[src/rtl/sys_ctrl_rx.sv]
// sys_ctrl_rx: command-frame sequencer driving the register file, the ALU and
// the transmit FIFO from bytes delivered by the receive synchronizer.
module sys_ctrl_rx #(
  parameter int unsigned DATA_WIDTH = 8,
  parameter int unsigned ADDR_WIDTH = 4,
  parameter int unsigned FUN_WIDTH  = 4
) (
  input  logic                      CLK,
  input  logic                      RST,
  input  logic [DATA_WIDTH-1:0]     RX_P_DATA,
  input  logic                      RX_D_VLD,
  input  logic [DATA_WIDTH-1:0]     RF_RdData,
  input  logic                      RF_RdData_VLD,
  input  logic [2*DATA_WIDTH-1:0]   ALU_OUT,
  input  logic                      ALU_OUT_VLD,
  input  logic                      TX_FULL,
  output logic                      RF_WrEn,
  output logic                      RF_RdEn,
  output logic [ADDR_WIDTH-1:0]     RF_Address,
  output logic [DATA_WIDTH-1:0]     RF_WrData,
  output logic                      ALU_EN,
  output logic [FUN_WIDTH-1:0]      ALU_FUN,
  output logic                      CLK_GATE_EN,
  output logic [DATA_WIDTH-1:0]     TX_P_DATA,
  output logic                      TX_D_VLD
);

  localparam int unsigned RES_WIDTH = 2 * DATA_WIDTH;

  localparam logic [DATA_WIDTH-1:0] CMD_WR      = DATA_WIDTH'(8'hAA);
  localparam logic [DATA_WIDTH-1:0] CMD_RD      = DATA_WIDTH'(8'hBB);
  localparam logic [DATA_WIDTH-1:0] CMD_ALU_OP  = DATA_WIDTH'(8'hCC);
  localparam logic [DATA_WIDTH-1:0] CMD_ALU_NOP = DATA_WIDTH'(8'hDD);

  typedef enum logic [3:0] {
    S_IDLE, S_WR_ADDR, S_WR_DATA, S_RD_ADDR, S_RD_WAIT, S_RD_SEND,
    S_ALU_A, S_ALU_B, S_ALU_FUN, S_ALU_WAIT, S_SEND_LO, S_SEND_HI
  } state_t;

  state_t                  state, state_nxt;
  logic [ADDR_WIDTH-1:0]   addr_q, addr_nxt;
  logic [DATA_WIDTH-1:0]   rd_q, rd_nxt;
  logic [RES_WIDTH-1:0]    res_q, res_nxt;

  logic                    wr_en_nxt, rd_en_nxt, alu_en_nxt, gate_nxt, tx_vld_nxt;
  logic [ADDR_WIDTH-1:0]   address_nxt;
  logic [DATA_WIDTH-1:0]   wr_data_nxt, tx_data_nxt;
  logic [FUN_WIDTH-1:0]    fun_nxt;

  // State, captured data and registered outputs.
  always_ff @(posedge CLK or negedge RST) begin
    if (!RST) begin
      state       <= S_IDLE;
      addr_q      <= '0;
      rd_q        <= '0;
      res_q       <= '0;
      RF_WrEn     <= 1'b0;
      RF_RdEn     <= 1'b0;
      RF_Address  <= '0;
      RF_WrData   <= '0;
      ALU_EN      <= 1'b0;
      ALU_FUN     <= '0;
      CLK_GATE_EN <= 1'b0;
      TX_P_DATA   <= '0;
      TX_D_VLD    <= 1'b0;
    end else begin
      state       <= state_nxt;
      addr_q      <= addr_nxt;
      rd_q        <= rd_nxt;
      res_q       <= res_nxt;
      RF_WrEn     <= wr_en_nxt;
      RF_RdEn     <= rd_en_nxt;
      RF_Address  <= address_nxt;
      RF_WrData   <= wr_data_nxt;
      ALU_EN      <= alu_en_nxt;
      ALU_FUN     <= fun_nxt;
      CLK_GATE_EN <= gate_nxt;
      TX_P_DATA   <= tx_data_nxt;
      TX_D_VLD    <= tx_vld_nxt;
    end
  end

  // Frame parsing: next state and next output values.
  always_comb begin
    state_nxt   = state;
    addr_nxt    = addr_q;
    rd_nxt      = rd_q;
    res_nxt     = res_q;
    wr_en_nxt   = 1'b0;
    rd_en_nxt   = 1'b0;
    alu_en_nxt  = 1'b0;
    tx_vld_nxt  = 1'b0;
    address_nxt = RF_Address;
    wr_data_nxt = RF_WrData;
    fun_nxt     = ALU_FUN;
    tx_data_nxt = TX_P_DATA;

    case (state)
      S_IDLE: begin
        if (RX_D_VLD) begin
          if (RX_P_DATA == CMD_WR)           state_nxt = S_WR_ADDR;
          else if (RX_P_DATA == CMD_RD)      state_nxt = S_RD_ADDR;
          else if (RX_P_DATA == CMD_ALU_OP)  state_nxt = S_ALU_A;
          else if (RX_P_DATA == CMD_ALU_NOP) state_nxt = S_ALU_FUN;
        end
      end
      S_WR_ADDR: begin
        if (RX_D_VLD) begin
          addr_nxt  = RX_P_DATA[ADDR_WIDTH-1:0];
          state_nxt = S_WR_DATA;
        end
      end
      S_WR_DATA: begin
        // Address is presented together with the strobe, not on address arrival.
        if (RX_D_VLD) begin
          wr_en_nxt   = 1'b1;
          address_nxt = addr_q;
          wr_data_nxt = RX_P_DATA;
          state_nxt   = S_IDLE;
        end
      end
      S_RD_ADDR: begin
        if (RX_D_VLD) begin
          rd_en_nxt   = 1'b1;
          address_nxt = RX_P_DATA[ADDR_WIDTH-1:0];
          state_nxt   = S_RD_WAIT;
        end
      end
      S_RD_WAIT: begin
        if (RF_RdData_VLD) begin
          rd_nxt    = RF_RdData;
          state_nxt = S_RD_SEND;
        end
      end
      S_RD_SEND: begin
        if (!TX_FULL) begin
          tx_vld_nxt  = 1'b1;
          tx_data_nxt = rd_q;
          state_nxt   = S_IDLE;
        end
      end
      S_ALU_A: begin
        if (RX_D_VLD) begin
          wr_en_nxt   = 1'b1;
          address_nxt = ADDR_WIDTH'(0);
          wr_data_nxt = RX_P_DATA;
          state_nxt   = S_ALU_B;
        end
      end
      S_ALU_B: begin
        if (RX_D_VLD) begin
          wr_en_nxt   = 1'b1;
          address_nxt = ADDR_WIDTH'(1);
          wr_data_nxt = RX_P_DATA;
          state_nxt   = S_ALU_FUN;
        end
      end
      S_ALU_FUN: begin
        if (RX_D_VLD) begin
          alu_en_nxt = 1'b1;
          fun_nxt    = RX_P_DATA[FUN_WIDTH-1:0];
          state_nxt  = S_ALU_WAIT;
        end
      end
      S_ALU_WAIT: begin
        if (ALU_OUT_VLD) begin
          res_nxt   = ALU_OUT;
          state_nxt = S_SEND_LO;
        end
      end
      S_SEND_LO: begin
        if (!TX_FULL) begin
          tx_vld_nxt  = 1'b1;
          tx_data_nxt = res_q[DATA_WIDTH-1:0];
          state_nxt   = S_SEND_HI;
        end
      end
      S_SEND_HI: begin
        if (!TX_FULL) begin
          tx_vld_nxt  = 1'b1;
          tx_data_nxt = res_q[RES_WIDTH-1:DATA_WIDTH];
          state_nxt   = S_IDLE;
        end
      end
      default: state_nxt = S_IDLE;
    endcase

    // Registered gate enable tracks the state being entered.
    gate_nxt = (state_nxt == S_ALU_FUN) || (state_nxt == S_ALU_WAIT);
  end

endmodule

[config.mk]
export PLATFORM = sky130hd
export DESIGN_NAME = sys_ctrl_rx
export DESIGN_NICKNAME = d
export VERILOG_FILES = /design/src/rtl/sys_ctrl_rx.sv
export SDC_FILE = /design/constraint.sdc
export NUM_CORES = 1
export LEC_CHECK = 0
export BUFFER_PORTS_ARGS = -buffer_cell sky130_fd_sc_hd__buf_2
export CORE_MARGIN = 4
export CORE_UTILIZATION = 50
export DETAILED_ROUTE_END_ITERATION = 7
export PLACE_DENSITY = 0.78
export SLEW_MARGIN = 20
export SYNTH_ARGS = -nofsm -noshare
export SYNTH_HDL_FRONTEND = slang
export SYNTH_SLANG_ARGS = --single-unit
[constraint.sdc]
create_clock -name CLK -period 2.9 [get_ports CLK]
set_input_delay 0.29 -clock CLK [delete_from_list [all_inputs] [get_ports CLK]]
set_output_delay 0.29 -clock CLK [all_outputs]
set_load 0.1 [all_outputs]
-- Word level (Yosys, flattened, before mapping)
Cells that the tools add are included.
Widths: inputs -> output; s select.
- register bits after elaboration: 61
- bits in latches: 0
- memory bits (writable): 0
- bits in read-only memories: 0
- bits of input ports: 38
- output and inout bits: 29
- word-level logic and storage cells: 82
- memories kept: 0
- add/subtract/negate cells: 0
- multipliers: 0
- divide/modulo/power cells: 0
- order comparisons: 0
- equal/unequal tests: 24
- shift-type cells: 0
- muxes and demuxes: 31
- bitwise gates (word level): 0
- reduce and logical (&&, ||, !) cells: 14
- operators by type and width (cell ; count):
    $mux 4 ; 19
    $pmux 4 s11 ; 1
    $eq 8x8->1 const B ; 4
    $eq 4x4->1 const B ; 6
    $mux 8 ; 3
    $pmux 8 s3 ; 1
    $eq 4x3->1 const B ; 4
    $pmux 4 s4 ; 1
    $ne 2x2->1 const B ; 7
    $reduce_and 2->1 ; 5
    $eq 4x2->1 const B ; 2
    $mux 1 ; 6
    $reduce_or 3->1 ; 2
    $reduce_and 5->1 ; 1
    $eq 4x1->1 const B ; 1
    $logic_not 4->1 ; 1
    $reduce_and 4->1 ; 1
    $reduce_bool 4->1 ; 1
    $reduce_bool 3->1 ; 1
    $reduce_or 2->1 ; 1
    $logic_or 1x1->1 ; 1

-- Logic depth before layout (Yosys ltp)
- depth in word-level cells: 9
- mapped depth: 6
- gate-level depth less buffers: 4

-- Worst setup path after synthesis
No wires, ideal clock.
- path type: reg2reg
- start: reg state[2]
- end: reg res_q[10]
- setup time: 125 ps
- data arrival time: 1293 ps
- data required time: 2775 ps
- setup slack: 1482 ps
- stages on the path, launching flop included: 6
- buffers on the path: 2
- period minus slack after synthesis: 1418 ps
- cell sequence: dfrtp_1 > buf_6 > and2b_2 > nand3_4 > buf_6 > mux2_4
- longest elaborated chain between the ends: 2
- ends and longest elaborated chain (what ; RTL line ; RTL):
    start: declaration ; 40 ; state_t state, state_nxt;
    start signal: assignment ; 67 ; state <= state_nxt;
    $eq 4x4->1 ; 98 ; case (state)
    $reduce_and 2->1 (no source line) ; n/a ;
    end signal: assignment ; 70 ; res_q <= res_nxt;
    end: declaration ; 43 ; logic [RES_WIDTH-1:0] res_q, res_nxt;
Every way passes these cells.
A chain may end at the register's enable or synchronous reset.

-- Worst setup path after layout
- start: reg state[2]
- end: reg res_q[15]
The elaborated chain is that of the path after synthesis.

==> results.cfg <==
[run_status]
outcome = complete, no violations

[logic_synthesis]
yosysMostFrequentCell = sky130_fd_sc_hd__dfrtp_1
synth_top_cells_by_count = sky130_fd_sc_hd__dfrtp_1, sky130_fd_sc_hd__mux2_2, sky130_fd_sc_hd__nand2_1
netlist.area_leader.share_pct = 53.6
post_synth.cell_area_avg_um2 = 12.4
netlist.top_cell.by_area = sky130_fd_sc_hd__dfrtp_1
syn-instance-count = 230
synth_enable_flop_cells = 0
postSynthNetCount = 268
netlist_top_cells_area = sky130_fd_sc_hd__dfrtp_1, sky130_fd_sc_hd__mux2_2, sky130_fd_sc_hd__mux2_4
synth.yosys.warnings = 0
synth-seq-area-share_pct = 53.6
ys.flop_type = sky130_fd_sc_hd__dfrtp_1
number_of_distinct_library_cell_variants_in_the_gate_level_netlist_after_synthesis = 42
synth-seq-cells = 61
synthesis.area_mm2 = 0.00285
asyncSetResetFlopFracSynth_pct = 100

[placed_design]
dpl.hpwl_mm = 4.21
buffers_on_ports = 66
gp_congestion = 0.898
placement.cell_area_mm2 = 0.00321

[cells_and_area]
areaGrowthSynthToFinish_pct = 21.4
antennaDiodeCount = 0
nNetsFinal = 336
n_fill_cell = 442
stdcell_area_mm2 = 0.00346
final_layout_size_suffix_gt1_share_pct = 44.9

[grt]
grt_usage_pct = 18.1
grt_start_max_net_pins = 62
grt_overflow_total = 0
grt_pass1_wl_mm = 10.0
grt_pass1_vias = 2047
antenna_violations_before_repair = 0

[detailed_routing]
antenna_left = 0
vias_per_cell = 5.32
wl_per_cell_um = 15.7
route.vias.total = 1994
drt-initial-drc-count = 98
drt_first_pass_iters = 4
remaining_drc_errors = 0
drt_wl_total_mm = 5.88

[critical_path]
setup.worst_path.class = flop to flop
timing.critical_path.fanout_max = 19
timing.reg2reg.setup_slack_ps = 1150
worst-endpoint-required_ps = 3110
setup.worst_path.start_class = flop
timing.critical_path.to_type = flop
slowest_stage = sky130_fd_sc_hd__dfrtp_1
timing.critical_path.arrival_ps = 1960
timing.critical_path.cells = and2b_2, nand3_4, mux2_2
critical-path-max-stage-delay_ps = 670

[sta]
worst_pin_slew_ps = 752
fin_worst_skew_ps = 9.24
max_slew_violations = 0
fin_setup_tns_ps = 0
hold_ws_ps = 95.8
layout_min_cycle_time_ps = 1750
post-route-period-util_pct = 60.4
report.final.hold_viol_count = 0
grt_setup_unrepaired = no
setup-violations-final = 0
timing.fmax_ghz = 0.571
max-slew-margin-rel_pct = 49.9

[cts]
cts.reportedPaths.clkPinSlew_ps = 70
largest_buffer_count_on_any_clock_path = 2
clock_tree.root_cell = sky130_fd_sc_hd__clkbuf_8
clkLatencyLatePin_ps = 340
clock_buffer_count_from_cts = 9
post-cts-setup-buffer-count = 0
clock_tree_from_tritoncts = done
cts_hold_repair.buffers = 0
ctsHtreeMaxLevel = 3
cts-resized-gates = 0
cts.sink_count = 61

[floorplanning]
coreArea_mm2 = 0.00551
fp-row-count = 27
fp.dieArea_mm2 = 0.00697
start_util_pct = 51.7
io_pins = 67
chipWidth_um = 83.5
floorplan.die.height_um = 83.5

[flow_run]
cap_violations = 0

[hold_path]
holdCritPathClass = input pin to asynchronous set/reset pin
stage by stage:
step                      worst slack [ps]  utilization, %  cells
after floorplan                       1480               -    230
after global placement                1180            58.3    359
after detailed placement              1150            58.3    359
after CTS                             1140            62.8    375
after global routing                   943            62.8    375
final                                 1150            62.8    375
path summary, 6_finish.rpt:
kind | start | cells past startpoint | to
min in group CLK | ALU_OUT[5] | 2 | res_q[5]$_DFFE_PN0P_
setup reg to reg | state[2]$_DFF_PN0_ | 3 | res_q[15]$_DFFE_PN0P_
setup / recovery | state[2]$_DFF_PN0_ | 3 | res_q[15]$_DFFE_PN0P_
max in group asynchronous | RST | 2 | addr_q[2]$_DFFE_PN0P_
hold / removal | RST | 2 | TX_P_DATA[6]$_DFFE_PN0P_
hold reg to reg | TX_P_DATA[1]$_DFFE_PN0P_ | 2 | TX_P_DATA[1]$_DFFE_PN0P_
routing by layer:
metal / global-route usage (%) / vias up / routed length, um
met1: 24.3 / 967 / 2650
met5: 0 / - / 0
met2: 27.6 / 58 / 2770
met3: 5.13 / 7 / 383
met4: 7.31 / 0 / 76
li1: - / 962 / -
registers in the layout, summed over array words and instances, names as in the netlist:
signal	count
ALU_EN	1
ALU_FUN	4
CLK_GATE_EN	1
RF_Address	4
RF_RdEn	1
RF_WrData	8
RF_WrEn	1
TX_D_VLD	1
TX_P_DATA	8
addr_q	4
rd_q	8
res_q	16
state	4
area by class of cell:
class	instances	area, um2	share of cell area, %
Sequential cell	61	1530	44.2
Multi-Input combinational cell	154	1230	35.7
Timing Repair Buffer	68	345	9.99
Clock buffer	13	179	5.18
Tap cell	72	90.1	2.61
Clock inverter	3	65.1	1.88
Inverter	4	15.0	0.434
cells in the final DEF (no fill, tap or decap), drive strengths merged:
cell type,instances
or2,1
and2,1
nand2,19
nor3b,4
clkinv,1
a21oi,11
a221o,1
nand4bb,2
buf,68
and3,1
nor4bb,1
nand3b,1
and2b,5
a22oi,5
inv,4
xnor2,1
bufinv,2
mux2,41
clkbuf,13
a32oi,1
nor4,1
nand4,3
o21ai,18
a21o,3
a31oi,3
o211ai,2
dfrtp,61
nor3,2
nor2b,1
nor2,13
o22ai,1
nand3,3
mux2i,9
worst max-delay path: cells and delay by family, from the launching register on:
kind	cells	cell delay, ps
and+or+nand+nor	2	580
muxes	1	380
DFF	1	670
cells by family (layout without fill, tap and decap cells):
group           after synthesis  in the layout  synth area share, %
flops                        61             61                 53.6
xor+xnor                      1              1                0.308
buf+inv                      15             88                 3.03
mux                          50             50                 20.7
simple gates                 58             58                 13.1
compound gates               45             45                 9.27
Power is left out: the tool's default activity adds up to more than one toggle a clock period on the data nets, which glitch-free logic cannot reach.
